File: src/rtl/router_pkg.sv
// ----------------------------------------------------------------------------
// router_pkg
// Shared types and constants for the 1x3 router receive controller.
//   state_e          : receive FSM states
//   ADDR_INVALID     : header address that selects no FIFO (packet is dropped)
//   TIMEOUT_DEFAULT  : cycles a FIFO may hold unread data before soft reset
//   dest_onehot()    : header address -> per-FIFO strobe (zero for invalid)
// ----------------------------------------------------------------------------
package router_pkg;

   localparam int         NUM_DEST        = 3;
   localparam int         WIDTH_DEFAULT   = 8;
   localparam int         TIMEOUT_DEFAULT = 30;
   localparam logic [1:0] ADDR_INVALID    = 2'b11;

   typedef enum logic [2:0] {
      IDLE,
      DROP,
      WAIT_EMPTY,
      LOAD_FIRST,
      LOAD_DATA,
      FULL_STALL,
      CHECK_PARITY
   } state_e;

   // Address 3 maps to no FIFO so any accidental use cannot strobe a write.
   function automatic logic [NUM_DEST-1:0] dest_onehot(input logic [1:0] a);
      logic [NUM_DEST-1:0] oh;
      case (a)
         2'd0:    oh = 3'b001;
         2'd1:    oh = 3'b010;
         2'd2:    oh = 3'b100;
         default: oh = 3'b000;
      endcase
      return oh;
   endfunction

endpackage

File: src/rtl/router_timeout.sv
// ----------------------------------------------------------------------------
// router_timeout
// Per-destination read-timeout watchdog. Counts cycles in which the FIFO
// holds data that is not being read; after TIMEOUT such cycles it issues a
// one-cycle soft reset and restarts the count.
//   clock, resetn : clock, async active-low reset
//   vld           : FIFO holds data (~empty)
//   rd            : destination is reading this cycle
//   fire          : combinational, high on the edge that launches the pulse
//   soft_reset    : registered one-cycle soft-reset pulse
// ----------------------------------------------------------------------------
module router_timeout #(
   parameter int TIMEOUT = 30
) (
   input  logic clock,
   input  logic resetn,
   input  logic vld,
   input  logic rd,
   output logic fire,
   output logic soft_reset
);

   localparam int              CNT_W   = (TIMEOUT > 2) ? $clog2(TIMEOUT) : 1;
   localparam logic [CNT_W-1:0] CNT_MAX = CNT_W'(TIMEOUT - 1);

   logic [CNT_W-1:0] cnt_q, cnt_d;
   logic             soft_reset_q, soft_reset_d;
   logic             stalled;

   // The counter reaches TIMEOUT-1 on the last idle cycle; the pulse is
   // registered on the following edge, TIMEOUT edges after vld rose.
   always_comb begin
      stalled      = vld & ~rd;
      fire         = stalled && (cnt_q == CNT_MAX);
      soft_reset_d = fire;
      cnt_d        = '0;
      if (stalled && !fire) cnt_d = cnt_q + CNT_W'(1);
   end

   always_ff @(posedge clock or negedge resetn) begin
      if (!resetn) begin
         cnt_q        <= '0;
         soft_reset_q <= 1'b0;
      end else begin
         cnt_q        <= cnt_d;
         soft_reset_q <= soft_reset_d;
      end
   end

   assign soft_reset = soft_reset_q;

endmodule

File: src/rtl/router_ctrl.sv
// ----------------------------------------------------------------------------
// router_ctrl
// Packet-receive controller for the 1x3 router. Decodes the header address,
// sequences header / payload / parity writes into the selected router_fifo,
// back-pressures the source, checks parity and soft-resets stale FIFOs.
//   clock, resetn : clock, async active-low reset
//   pkt_valid     : high for header and payload, low on the parity byte
//   data_in       : source byte; header is [7:2] length, [1:0] address
//   fifo_full     : per-FIFO full flag
//   fifo_empty    : per-FIFO empty flag
//   read_enb      : per-destination read strobe (timeout tracking only)
//   dout          : registered byte broadcast to all FIFOs
//   write_enb     : registered one-hot FIFO write strobe
//   lfd_state     : high while in LOAD_FIRST (FIFO tags the next write)
//   busy          : source must hold data_in / pkt_valid while high
//   vld_out       : ~fifo_empty
//   soft_reset    : one-cycle per-FIFO soft reset on read timeout
//   err           : parity mismatch of the last packet
// ----------------------------------------------------------------------------
module router_ctrl
   import router_pkg::*;
#(
   parameter int WIDTH   = WIDTH_DEFAULT,
   parameter int TIMEOUT = TIMEOUT_DEFAULT
) (
   input  logic             clock,
   input  logic             resetn,
   input  logic             pkt_valid,
   input  logic [WIDTH-1:0] data_in,
   input  logic [2:0]       fifo_full,
   input  logic [2:0]       fifo_empty,
   input  logic [2:0]       read_enb,
   output logic [WIDTH-1:0] dout,
   output logic [2:0]       write_enb,
   output logic             lfd_state,
   output logic             busy,
   output logic [2:0]       vld_out,
   output logic [2:0]       soft_reset,
   output logic             err
);

   state_e           state_q, state_d;
   logic [1:0]       addr_q, addr_d;
   logic [WIDTH-1:0] hdr_q, hdr_d;
   logic [WIDTH-1:0] par_calc_q, par_calc_d;
   logic [WIDTH-1:0] par_rx_q, par_rx_d;
   logic             err_q, err_d;
   logic [WIDTH-1:0] dout_q, dout_d;
   logic [2:0]       write_enb_q, write_enb_d;

   logic [2:0]       dest_oh;
   logic             full_sel;
   logic             empty_sel;
   logic             wr_blocked;
   logic             wr_clear;
   logic [2:0]       tmo_fire;
   logic             abort;

   assign vld_out = ~fifo_empty;

   // ---------------------------------------------------------------------
   // Read-timeout watchdogs, one per destination
   // ---------------------------------------------------------------------
   for (genvar i = 0; i < 3; i++) begin : g_tmo
      router_timeout #(.TIMEOUT(TIMEOUT)) u_tmo (
         .clock      (clock),
         .resetn     (resetn),
         .vld        (vld_out[i]),
         .rd         (read_enb[i]),
         .fire       (tmo_fire[i]),
         .soft_reset (soft_reset[i])
      );
   end

   // ---------------------------------------------------------------------
   // Selected-FIFO status. Masking by the one-hot keeps address 3 harmless.
   // ---------------------------------------------------------------------
   always_comb begin
      dest_oh    = dest_onehot(addr_q);
      full_sel   = |(fifo_full & dest_oh);
      empty_sel  = |(fifo_empty & dest_oh);
      // A pending write is stuck only while its FIFO is full.
      wr_blocked = (|write_enb_q) && full_sel;
      wr_clear   = !wr_blocked;
      // Only an active packet to the timed-out FIFO is abandoned.
      abort      = (|(tmo_fire & dest_oh)) && (state_q != IDLE) && (state_q != DROP);
   end

   // busy/lfd_state are combinational so the source reacts in the same cycle.
   always_comb begin
      busy = 1'b1;
      case (state_q)
         IDLE, DROP: busy = 1'b0;
         LOAD_DATA:  busy = wr_blocked;
         default:    busy = 1'b1;
      endcase
   end

   assign lfd_state = (state_q == LOAD_FIRST);

   // ---------------------------------------------------------------------
   // Next-state logic
   // ---------------------------------------------------------------------
   always_comb begin
      state_d    = state_q;
      addr_d     = addr_q;
      hdr_d      = hdr_q;
      par_calc_d = par_calc_q;
      par_rx_d   = par_rx_q;
      err_d      = err_q;
      dout_d     = dout_q;
      // A write that lands this edge is retired unless a new byte replaces it.
      write_enb_d = wr_clear ? 3'b000 : write_enb_q;

      case (state_q)
         IDLE: begin
            if (pkt_valid) begin
               if (data_in[1:0] == ADDR_INVALID) begin
                  state_d = DROP;
               end else begin
                  addr_d     = data_in[1:0];
                  hdr_d      = data_in;
                  par_calc_d = data_in;
                  err_d      = 1'b0;
                  // Header may only start a FIFO that has been drained.
                  state_d    = (|(fifo_empty & dest_onehot(data_in[1:0])))
                               ? LOAD_FIRST : WAIT_EMPTY;
               end
            end
         end

         DROP: begin
            if (!pkt_valid) state_d = IDLE;
         end

         WAIT_EMPTY: begin
            if (empty_sel) state_d = LOAD_FIRST;
         end

         // Header write is issued one cycle after lfd_state so it lines up
         // with the FIFO's delayed header tag.
         LOAD_FIRST: begin
            dout_d      = hdr_q;
            write_enb_d = dest_oh;
            state_d     = LOAD_DATA;
         end

         LOAD_DATA: begin
            if (wr_blocked) begin
               state_d = FULL_STALL;
            end else begin
               dout_d      = data_in;
               write_enb_d = dest_oh;
               if (pkt_valid) begin
                  par_calc_d = par_calc_q ^ data_in;
               end else begin
                  // Parity byte is stored in the FIFO as well as checked.
                  par_rx_d = data_in;
                  state_d  = CHECK_PARITY;
               end
            end
         end

         FULL_STALL: begin
            if (wr_clear) state_d = LOAD_DATA;
         end

         CHECK_PARITY: begin
            if (wr_clear) begin
               err_d   = (par_calc_q != par_rx_q);
               state_d = IDLE;
            end
         end

         default: state_d = IDLE;
      endcase

      if (abort) begin
         state_d     = IDLE;
         write_enb_d = 3'b000;
      end
   end

   // ---------------------------------------------------------------------
   // State registers
   // ---------------------------------------------------------------------
   always_ff @(posedge clock or negedge resetn) begin
      if (!resetn) begin
         state_q     <= IDLE;
         addr_q      <= '0;
         hdr_q       <= '0;
         par_calc_q  <= '0;
         par_rx_q    <= '0;
         err_q       <= 1'b0;
         dout_q      <= '0;
         write_enb_q <= '0;
      end else begin
         state_q     <= state_d;
         addr_q      <= addr_d;
         hdr_q       <= hdr_d;
         par_calc_q  <= par_calc_d;
         par_rx_q    <= par_rx_d;
         err_q       <= err_d;
         dout_q      <= dout_d;
         write_enb_q <= write_enb_d;
      end
   end

   assign dout      = dout_q;
   assign write_enb = write_enb_q;
   assign err       = err_q;

endmodule

File: config.mk
export PLATFORM = sky130hd
export DESIGN_NAME = router_ctrl
export DESIGN_NICKNAME = d
export VERILOG_FILES = /design/src/rtl/router_pkg.sv /design/src/rtl/router_timeout.sv /design/src/rtl/router_ctrl.sv
export SDC_FILE = /design/constraint.sdc
export NUM_CORES = 1
export LEC_CHECK = 0
export CORE_MARGIN = 2
export CORE_UTILIZATION = 59
export DETAILED_ROUTE_END_ITERATION = 7
export PLACE_DENSITY = 0.93
export SYNTH_ARGS = -nofsm -noshare
export SYNTH_HDL_FRONTEND = slang
export SYNTH_HIERARCHICAL = 1
export SYNTH_SLANG_ARGS = --single-unit
File: constraint.sdc
create_clock -name clock -period 3.3 [get_ports clock]
set_input_delay 0.66 -clock clock [delete_from_list [all_inputs] [get_ports clock]]
set_output_delay 0.66 -clock clock [all_outputs]
set_load 0.02 [all_outputs]
==> impl_metrics.py <==
metrics = {
    "power_and_ir_drop": {
        "power.density_nw_per_um2": 841,
        "p_leak_nw": 1.58,
        "ir_worst_vdd_v": 0.000417,
    },
    "synth": {
        "synthTopCellsByArea": "dfrtp_1 48%, xor2_1 6.5%, nand3_1 4.4%",
        "ys_seq_elements": 57,
        "synth_compound_area_share_pct": 10.3,
        "seq_area_frac_synth_pct": 48.3,
        "yosys.area_share.simple_pct": 16.6,
        "ys_types": 45,
        "synth_area_per_cell_sq_um": 11.1,
        "ys.flop_type": "dfrtp_1",
        "synth_mux_area_share_pct": 10.9,
        "async_flop_share_pct": 100,
        "synth-xor-area-share_pct": 8.01,
        "synth_fa_ha_area_share_pct": 2.54,
        "synth_edf_count": 0,
        "yosysWarnings": 6,
        "syn-cell-area_sq_um": 2950,
        "yosys.area.top_type": "dfrtp_1",
        "syn-num-nets": 293,
        "netlist.area_leader.share_pct": 48.3,
        "synth_top_family_by_area": "simple AND/OR/NAND/NOR gates",
        "syn_inst": 267,
    },
    "die": {
        "dieHeight_um": 74.7,
        "io_pins": 40,
        "die_x_um": 74.7,
        "initial_core_util_pct": 61.7,
        "dieArea_sq_um": 5590,
        "core_sq_um": 4790,
        "floorplan.rows": 25,
    },
    "clock_network": {
        "holdBufCountCts": 0,
        "worstSkewPairLatency_ns": 0.34,
        "tritoncts": "built",
        "numCtsBuffers": 9,
        "path_clk_slew_ns": 0.06,
        "cts_resized": 0,
        "h-tree-depth": 3,
        "postCtsSetupRepairBufs": 0,
        "cts.root.buffer_cell": "clkbuf_8",
        "cts_buffer_depth": 2,
        "cts_sinks": 57,
    },
    "timing": {
        "relSlewSlack_pct": 58.9,
        "finalHoldViolCount": 0,
        "rsz0062_at_grt": "false",
        "hold_slack_ns": 0.328,
        "finalSetupTns_ns": 0,
        "finClkSkew_ns": 0.00793,
        "clock.fmax_mhz": 312,
        "period_minus_slack_ns": 3.20,
        "period_share_pct": 97.1,
        "tightest_slew_ns": 0.617,
        "slew_viol_final": 0,
        "setup_viol": 0,
    },
    "place": {
        "place_congestion": 0.896,
        "portBuffers": 39,
        "place.detailed.hpwl_mm": 4.26,
    },
    "final_layout": {
        "multiInputGateArea_sq_um": 1430,
        "ff_latch_area_sq_um": 1430,
        "num-fill-cells": 307,
        "final_layout_size_suffix_gt1_share_pct": 16.0,
        "diodes": 0,
        "area_delta_synth_final_pct": 22.8,
        "layout_common_cells": "57 x dfrtp_1, 38 x clkdlybuf4s50_1, 26 x nand3_1, 23 x nor2_1, 22 x xor2_1",
        "layout_commonest_cell": "dfrtp_1",
        "final_nets": 341,
    },
    "drt": {
        "drtAntennaViolNets": 0,
        "first_pass_iters": 4,
        "drt-total-wl_mm": 6.26,
        "drc": 0,
        "num_vias": 2205,
        "routedWlPerCell_um": 16.3,
        "drt_iter0_drc": 158,
        "viasPerCell": 5.73,
    },
    "setup_path": {
        "crit_type": "in2out",
        "cp-start-kind": "input pin",
        "worstSetupEndpointType": "output pin",
        "critPathArrivalTime_ns": 2.54,
        "worst_r2r_startpoint": "g_tmo[1].u_tmo/cnt_q[1]",
        "required_ns": 2.64,
        "crit_fanout": 2,
        "rr_endpoint": "state_q[0]",
        "cp-startpoint": "fifo_full[0]",
        "reg2reg_depth": 9,
        "rrSetupSlack_ns": 1.16,
    },
    "run_status": {
        "status": "finished, final reports clean",
    },
    "worst_hold_path": {
        "hold_class": "in2async",
    },
    "grt": {
        "overflow": 0,
        "grt_pass1_wl_mm": 10.1,
        "grt_max_degree": 30,
        "antenna_found_initial": 0,
        "first_global_vias": 2109,
        "track_usage_pct": 24.5,
    },
    "job": {
        "maxCapViolCount": 0,
    },
}
layer usage:
| layer | global-route usage, % | share of wire [%] |
|---|---|---|
| met3 | 4.28 | 4.4 |
| met5 | 0 | 0 |
| met1 | 33.3 | 46 |
| met4 | 13.7 | 2.4 |
| met2 | 37.5 | 47 |
critical path, stage by stage:
cell and delay [ns]:
clkdlybuf4s50_1 0.45, nor2b_1 0.27, a211o_1 0.18, a21oi_1 0.11, o21ai_0 0.22, clkdlybuf4s50_1 0.64
flip-flops by register name (all words and copies together), names as in the netlist:
signal	count
dout	8
hdr_q	7
g_tmo.u_tmo/cnt_q	15
par_rx_q	8
state_q	3
addr_q	1
g_tmo.u_tmo/soft_reset	3
write_enb	3
par_calc_q	8
err	1
cell usage after synthesis, types with 3 or more instances:
cell / n
a21oi_1: 5
buf_4: 3
dfrtp_1: 57
ha_1: 6
inv_1: 11
mux2_2: 7
mux2_4: 8
mux2i_1: 10
nand2_1: 18
nand3_1: 26
nand3b_1: 3
nand4_1: 4
nor2_1: 23
nor2b_1: 3
nor3b_1: 4
o21ai_0: 15
xnor2_1: 5
xor2_1: 22
per-stage QoR:
step	util [%]	total power, mW	cell area [sq um]	instances	setup slack, ns
final	75.7	3.05	3620	385	0.0957
after global routing	75.7	3.20	3620	385	0.0330
after CTS	75.7	3.05	3620	385	0.109
after detailed placement	71.2	2.31	3410	371	0.151
after global placement	71.2	2.26	3410	371	0.130
after floorplan	-	1.95	2950	267	0.967
final cells by class:
class	count	area share, %
Timing Repair Buffer	45	11.9
Inverter	11	1.14
Clock inverter	3	1.79
Sequential cell	57	39.4
Multi-Input combinational cell	191	39.4
Tap cell	67	2.31
Clock buffer	11	4.18
worst max path at each step:
| stage | endpoint | slack (ns) | cells after the start |
|---|---|---|---|
| after global placement | busy | 0.13 | 6 |
| final | busy | 0.1 | 6 |
| after global routing | busy | 0.03 | 6 |
| after CTS | busy | 0.11 | 6 |
| after detailed placement | busy | 0.15 | 6 |
| after floorplan | busy | 0.97 | 4 |
cell families after synthesis:
| group | count (synthesis) |
|---|---|
| flops | 57 |
| xor+xnor | 27 |
| buf+inv | 19 |
| simple gates | 92 |
| fa+ha+maj | 6 |
| mux | 27 |
| compound gates | 39 |
report_power, final:
group | leakage, nW | internal (mW) | switching (mW)
Clock | 0.111 | 0.456 | 0.265
Sequential | 0.739 | 0.918 | 0.194
Combinational | 0.733 | 0.580 | 0.637
(Power assumes the default switching activity.)
